--- config.mk ---
export PLATFORM = sky130hd
export DESIGN_NAME = if_fetch_stage
export DESIGN_NICKNAME = d
export VERILOG_FILES = /design/src/rtl/if_fetch_stage_pkg.sv /design/src/rtl/if_fetch_stage_if_id_reg.sv /design/src/rtl/if_fetch_stage.sv
export SDC_FILE = /design/constraint.sdc
export NUM_CORES = 1
export LEC_CHECK = 0
export CAP_MARGIN = 20
export CORE_MARGIN = 4
export CORE_UTILIZATION = 30
export DETAILED_ROUTE_END_ITERATION = 8
export GPL_TIMING_DRIVEN = 0
export PLACE_DENSITY = 0.59
export REMOVE_ABC_BUFFERS = 1
export SYNTH_ARGS = -nofsm -noshare
export SYNTH_HDL_FRONTEND = slang
export SYNTH_SLANG_ARGS = --single-unit
--- constraint.sdc ---
create_clock -name clk -period 3.7 [get_ports clk]
set_input_delay 0.37 -clock clk [delete_from_list [all_inputs] [get_ports clk]]
set_output_delay 0.37 -clock clk [all_outputs]
set_load 0.03 [all_outputs]
--- src/rtl/if_fetch_stage_pkg.sv ---
// if_fetch_stage_pkg: shared PC-select encodings, bubble word and fetch FSM states
package if_fetch_stage_pkg;
  localparam logic [1:0] PC_SEQ = 2'b00;
  localparam logic [1:0] PC_BR = 2'b01;
  localparam logic [1:0] PC_JMP = 2'b10;
  localparam logic [31:0] NOP = 32'h0000_0000;
  typedef enum logic [1:0] {FETCH, DRAIN, BUF} state_t;
  function automatic logic is_redirect(input logic [1:0] sel);
    return sel == PC_BR || sel == PC_JMP;
  endfunction
endpackage

--- src/rtl/if_fetch_stage_if_id_reg.sv ---
// if_id_reg: IF/ID pipeline register with flush-over-stall priority
module if_id_reg #(
  parameter logic [31:0] NOP_INSTR = 32'h0000_0000
) (
  input  logic        clk,
  input  logic        rst,
  input  logic        flush,
  input  logic        stall,
  input  logic        load,
  input  logic [31:0] instr,
  input  logic [31:0] pc_plus4,
  output logic [31:0] ifid_instr,
  output logic [31:0] ifid_pc_plus4,
  output logic        ifid_valid
);
  // flush beats stall; otherwise load a word or insert a bubble
  always_ff @(posedge clk) begin
    if (rst) begin
      ifid_instr <= NOP_INSTR;
      ifid_pc_plus4 <= 32'h0;
      ifid_valid <= 1'b0;
    end else if (flush) begin
      ifid_instr <= NOP_INSTR;
      ifid_valid <= 1'b0;
    end else if (!stall) begin
      ifid_instr <= load ? instr : NOP_INSTR;
      ifid_pc_plus4 <= load ? pc_plus4 : ifid_pc_plus4;
      ifid_valid <= load;
    end
  end
endmodule

--- src/rtl/if_fetch_stage.sv ---
// if_fetch_stage: PC, variable-latency imem fetch FSM and IF/ID register
module if_fetch_stage
  import if_fetch_stage_pkg::*;
#(
  parameter logic [31:0] RESET_PC = 32'h0000_0000,
  parameter logic [31:0] NOP_INSTR = NOP
) (
  input  logic        clk,
  input  logic        rst,
  input  logic        stall,
  input  logic [1:0]  pc_src,
  input  logic        clear_ifid,
  input  logic [31:0] branch_target,
  input  logic [31:0] jump_target,
  output logic        imem_req,
  output logic [31:0] imem_addr,
  input  logic [31:0] imem_rdata,
  input  logic        imem_ready,
  output logic [31:0] ifid_instr,
  output logic [31:0] ifid_pc_plus4,
  output logic        ifid_valid
);
  state_t state, state_n;
  logic [31:0] pc, pc_n, saved, saved_n, buf_instr, buf_pc4, pc4, target, ld_instr, ld_pc4;
  logic redirect, load, buf_wr;
  assign redirect = is_redirect(pc_src);
  assign target = pc_src == PC_JMP ? jump_target : branch_target;
  assign pc4 = pc + 32'd4;
  assign imem_req = !rst && state != BUF;
  assign imem_addr = pc;
  assign ld_instr = state == BUF ? buf_instr : imem_rdata;
  assign ld_pc4 = state == BUF ? buf_pc4 : pc4;
  // next PC / state; DRAIN keeps the old address until the in-flight word lands
  always_comb begin
    state_n = state;
    pc_n = pc;
    saved_n = saved;
    load = 1'b0;
    buf_wr = 1'b0;
    if (state == FETCH) begin
      if (imem_ready) begin
        pc_n = redirect ? target : pc4;
        load = !redirect && !stall;
        buf_wr = !redirect && stall;
        state_n = buf_wr ? BUF : FETCH;
      end else if (redirect) begin
        saved_n = target;
        state_n = DRAIN;
      end
    end else if (state == DRAIN) begin
      saved_n = redirect ? target : saved;
      pc_n = imem_ready ? saved_n : pc;
      state_n = imem_ready ? FETCH : DRAIN;
    end else begin
      pc_n = redirect ? target : pc;
      load = !redirect && !stall;
      state_n = (redirect || !stall) ? FETCH : BUF;
    end
  end
  // state, PC and one-entry holding buffer for words returned under stall
  always_ff @(posedge clk) begin
    if (rst) begin
      state <= FETCH;
      pc <= RESET_PC;
      saved <= RESET_PC;
      buf_instr <= NOP_INSTR;
      buf_pc4 <= 32'h0;
    end else begin
      state <= state_n;
      pc <= pc_n;
      saved <= saved_n;
      if (buf_wr) begin
        buf_instr <= imem_rdata;
        buf_pc4 <= pc4;
      end
    end
  end
  if_id_reg #(.NOP_INSTR(NOP_INSTR)) u_ifid (
    .clk(clk),
    .rst(rst),
    .flush(clear_ifid),
    .stall(stall),
    .load(load),
    .instr(ld_instr),
    .pc_plus4(ld_pc4),
    .ifid_instr(ifid_instr),
    .ifid_pc_plus4(ifid_pc_plus4),
    .ifid_valid(ifid_valid)
  );
endmodule

==> impl_results.rst <==
.. list-table::
   :header-rows: 1

   * - Metric
     - Value
   * - Result of the run
     - finished, final reports clean
   * - DRC errors left
     - 0
   * - Number of filler cells placed in the layout
     - roughly 3,000
   * - Starting utilization of the core area
     - a little under a third
   * - TritonCTS Sinks
     - approximately 200
   * - Average instance area after synthesis
     - around 8.3 um^2
   * - Mapped Area
     - about 0.0090 mm^2
   * - Gates resized, CTS repair
     - 0
   * - Biggest fanout along the worst timing path
     - 22
   * - Largest buffer count on any clock path
     - 2
   * - TNS Setup
     - 0 ns
   * - Number of flops mapped to enable cells by yosys
     - 0
   * - Number of global-route vias before repair
     - slightly below 8,000
   * - Std cell rows
     - between 60 and 70
   * - Max-slew violations
     - 0
   * - Final weighted congestion in routability-driven placement
     - 0.843
   * - Minimum hold slack
     - between 0.3 and 0.4 ns
   * - Area added between synthesis and finish
     - 33.2%
   * - Number of failing setup endpoints in the final timing report
     - 0
   * - Register area share after synthesis
     - 43.3%
   * - Number of different library cells in the post-synthesis netlist
     - 56
   * - Clock transition at the registers of the reported paths
     - roughly 0.070 ns
   * - Fraction of power consumed by the clock network
     - 36.5%
   * - Critical Path Sink Type
     - output pin
   * - HP Class
     - in -> reg
   * - Max-capacitance violation count
     - 0
   * - Chip height
     - about 180 um
   * - Met3 routed wirelength
     - 1.44 mm
   * - Total half-perimeter wirelength after legalization and detailed placement
     - 19.3 mm
   * - Post-placement cell count
     - ~1,600
   * - Number of standard cells after synthesis
     - roughly 1,100
   * - H-tree lvl count
     - 4
   * - Layout cells sized above 1
     - 5.45%
   * - # diodes
     - 0
   * - Nets
     - approximately 1,300
   * - CTS Buf Count
     - 17
   * - Max Clock Skew
     - around 0.024 ns
   * - 1st-pass router iterations
     - 5
   * - Routed length on met1
     - 13.8 mm
   * - Via total after detailed routing
     - between 8,000 and 9,000
   * - Leading register cell type out of synthesis
     - sky130_fd_sc_hd__dfxtp_1
   * - Clock tree from TritonCTS
     - yes
   * - Routed Wire Length
     - ~28 mm
   * - Part of the power in registers
     - a little under half
   * - Post-synthesis async set-or-reset flop share
     - 0%
   * - Worst-Skew Late Latency
     - 0.44 ns
   * - Clock tree root buffer cell
     - sky130_fd_sc_hd__clkbuf_16
   * - FMAX
     - 309 MHz
   * - Largest net degree at the start of global routing
     - around 120
   * - Switching fraction of total power
     - a little under a third
   * - Worst Path Class, Setup
     - reg -> out
   * - Highest routed layer
     - met4
   * - Slew at the pin closest to its max-slew limit
     - ~1.0 ns
   * - Post-layout instance count excluding filler cells
     - approximately 1,600
   * - Combinational Power Share
     - a little under a fifth
   * - DRT antenna net count
     - 0
   * - Die area
     - approximately 0.033 mm^2
   * - Grt total ovfl
     - 0
   * - Required time worst endpoint
     - ~3.3 ns
   * - Global-route wire length before repair
     - ~45 mm
   * - Startpoint type of the worst setup path
     - flip-flop
   * - Tcrit/Tclk final
     - between 80 and 90%
   * - CTS hold repair buffers
     - 0
   * - Post CTS Setup Buffer Count
     - 0
   * - Number of antenna violations at the first check in global routing
     - 0
   * - Core region area
     - ~0.030 mm^2
   * - Maximum vdd drop
     - about 310 uV
   * - RSZ-0062 raised after global routing
     - false
   * - Number of I/O port buffers
     - 200
   * - Final Hold Fails
     - 0
   * - Drt initial violations
     - around 750
   * - LEAKAGE
     - 4.32 nW
   * - Pwr per Cell Area
     - roughly 430 mW/mm^2
   * - Global-route total usage across every layer
     - between 15 and 20%
   * - Flop and latch count out of synthesis
     - around 200
   * - Average detailed-routed wire length per instance
     - between 15 and 20 um
   * - Switching power
     - roughly 0.0016 W
   * - Detail-routed via count per cell
     - 5.11
   * - Power Internal
     - roughly 0.0036 W
   * - CP arrival
     - roughly 2.9 ns
   * - Top-Level Pins
     - about 200
   * - Sum of met2 wire segment lengths after detailed routing
     - 12.4 mm
   * - Count of synthesis-stage warnings from yosys
     - 0
   * - Slew HR
     - slightly above 30%
   * - Width of the die
     - between 150 and 200 um
   * - Clock period minus worst slack
     - approximately 3.2 ns
[flip-flops by register name, indices dropped and copies added, names as in the netlist]
| register | count |
|---|---|
| saved | 32 |
| u_ifid.ifid_pc_plus4 | 32 |
| buf_pc4 | 32 |
| u_ifid.ifid_valid | 1 |
| buf_instr | 32 |
| state | 2 |
| imem_addr | 32 |
| u_ifid.ifid_instr | 32 |
[critical path: stages, from the launching register on]
cell and delay [ns]:
sky130_fd_sc_hd__dfxtp_1 0.86, sky130_fd_sc_hd__inv_1 0.31, sky130_fd_sc_hd__nor2_2 0.36, sky130_fd_sc_hd__buf_16 0.21, sky130_fd_sc_hd__nor2_1 0.07, sky130_fd_sc_hd__clkdlybuf4s50_1 0.62
[cell usage after synthesis (9+ instances only)]
cell type | n | share of area, %
sky130_fd_sc_hd__dfxtp_1 | 195 | 43
sky130_fd_sc_hd__nor2_1 | 156 | 6.5
sky130_fd_sc_hd__nand2_1 | 133 | 5.5
sky130_fd_sc_hd__a21oi_1 | 93 | 5.2
sky130_fd_sc_hd__clkbuf_1 | 73 | 3.0
sky130_fd_sc_hd__a211oi_1 | 71 | 5.9
sky130_fd_sc_hd__mux2i_1 | 67 | 7.4
sky130_fd_sc_hd__a2bb2oi_1 | 32 | 3.1
sky130_fd_sc_hd__o21ai_0 | 24 | 1.3
sky130_fd_sc_hd__nand4_1 | 19 | 1.3
sky130_fd_sc_hd__nand3_1 | 17 | 0.94
sky130_fd_sc_hd__and3_1 | 16 | 1.1
sky130_fd_sc_hd__xnor2_1 | 15 | 1.5
sky130_fd_sc_hd__o22ai_1 | 14 | 0.97
sky130_fd_sc_hd__buf_2 | 13 | 0.72
sky130_fd_sc_hd__nor3_1 | 12 | 0.67
sky130_fd_sc_hd__xor2_1 | 12 | 1.2
sky130_fd_sc_hd__a2111oi_0 | 11 | 1.1
sky130_fd_sc_hd__inv_1 | 11 | 0.46
sky130_fd_sc_hd__and2_1 | 9 | 0.62
sky130_fd_sc_hd__buf_1 | 9 | 0.37
[layout make-up]
cell class,instances,area [um^2],area share [%]
Multi-Input combinational cell,781,4710,39.2
Sequential cell,195,3900,32.5
Timing Repair Buffer,211,2260,18.8
Tap cell,390,488,4.06
Clock buffer,18,439,3.66
Clock inverter,14,163,1.35
Inverter,11,41.3,0.344
[logic make-up after synthesis]
logic type	share of synthesized area (%)
AO/OA/AOI/OAI	21.5
XOR/XNOR	2.62
adder cells (fa/ha/maj)	0.278
buffers and inverters	4.82
flip-flops	43.3
multiplexers	7.56
AND/OR/NAND/NOR	19.9
[cell usage in the layout, fill, tap and decap left out, types with 4 or more instances in the layout]
master	n
sky130_fd_sc_hd__a2111oi_0	11
sky130_fd_sc_hd__a211oi_1	71
sky130_fd_sc_hd__a21oi_1	92
sky130_fd_sc_hd__a2bb2oi_1	32
sky130_fd_sc_hd__a31oi_1	4
sky130_fd_sc_hd__and2_1	8
sky130_fd_sc_hd__and3_1	16
sky130_fd_sc_hd__and4_1	4
sky130_fd_sc_hd__buf_16	7
sky130_fd_sc_hd__clkbuf_16	17
sky130_fd_sc_hd__clkdlybuf4s50_1	198
sky130_fd_sc_hd__dfxtp_1	195
sky130_fd_sc_hd__inv_1	11
sky130_fd_sc_hd__inv_6	5
sky130_fd_sc_hd__mux2i_1	67
sky130_fd_sc_hd__nand2_1	132
sky130_fd_sc_hd__nand3_1	17
sky130_fd_sc_hd__nand4_1	19
sky130_fd_sc_hd__nor2_1	154
sky130_fd_sc_hd__nor2b_1	5
sky130_fd_sc_hd__nor3_1	12
sky130_fd_sc_hd__nor4_1	4
sky130_fd_sc_hd__o211ai_1	5
sky130_fd_sc_hd__o21ai_0	23
sky130_fd_sc_hd__o221ai_1	5
sky130_fd_sc_hd__o22ai_1	14
sky130_fd_sc_hd__or3_1	7
sky130_fd_sc_hd__xnor2_1	15
sky130_fd_sc_hd__xor2_1	12
[per-layer routing]
| layer | track usage [%] | up-vias |
|---|---|---|
| met5 | 0 | - |
| li1 | - | 4132 |
| met1 | 24.2 | 3891 |
| met2 | 24.9 | 226 |
| met3 | 3.24 | 24 |
| met4 | 4.80 | 0 |
[final timing paths]
kind | startpoint | end | slack, ns | depth (start not counted)
max | state[1] | imem_req | 0.47 | 5
max reg2reg | state[0] | u_ifid.ifid_instr[22] | 0.92 | 6
min | rst | saved[2] | 0.33 | 2
min reg2reg | buf_instr[15] | buf_instr[15] | 0.45 | 2
[metrics by stage]
step	power, W	setup WS [ns]	utilization (%)	instance area (um^2)
3_3_place_gp	0.00330	-4.59	37.5	11100
4_1_cts	0.00522	0.465	40.5	12000
2_1_floorplan	0.00288	0.0894	-	8620
3_5_place_dp	0.00333	0.373	38.5	11400
6_report	0.00517	0.466	40.5	12000
5_1_grt	0.00541	0.324	40.5	12000
[power by group through the flow]
stage,clock network (W),registers [W],logic [W]
final,0.00189,0.00234,0.000940
after global routing,0.00202,0.00236,0.00103
after CTS,0.00193,0.00234,0.000946
after detailed placement,0,0.00239,0.000942
after global placement,0,0.00239,0.000916
after floorplan,0,0.00245,0.000422
Power figures use the tool's default switching activity.
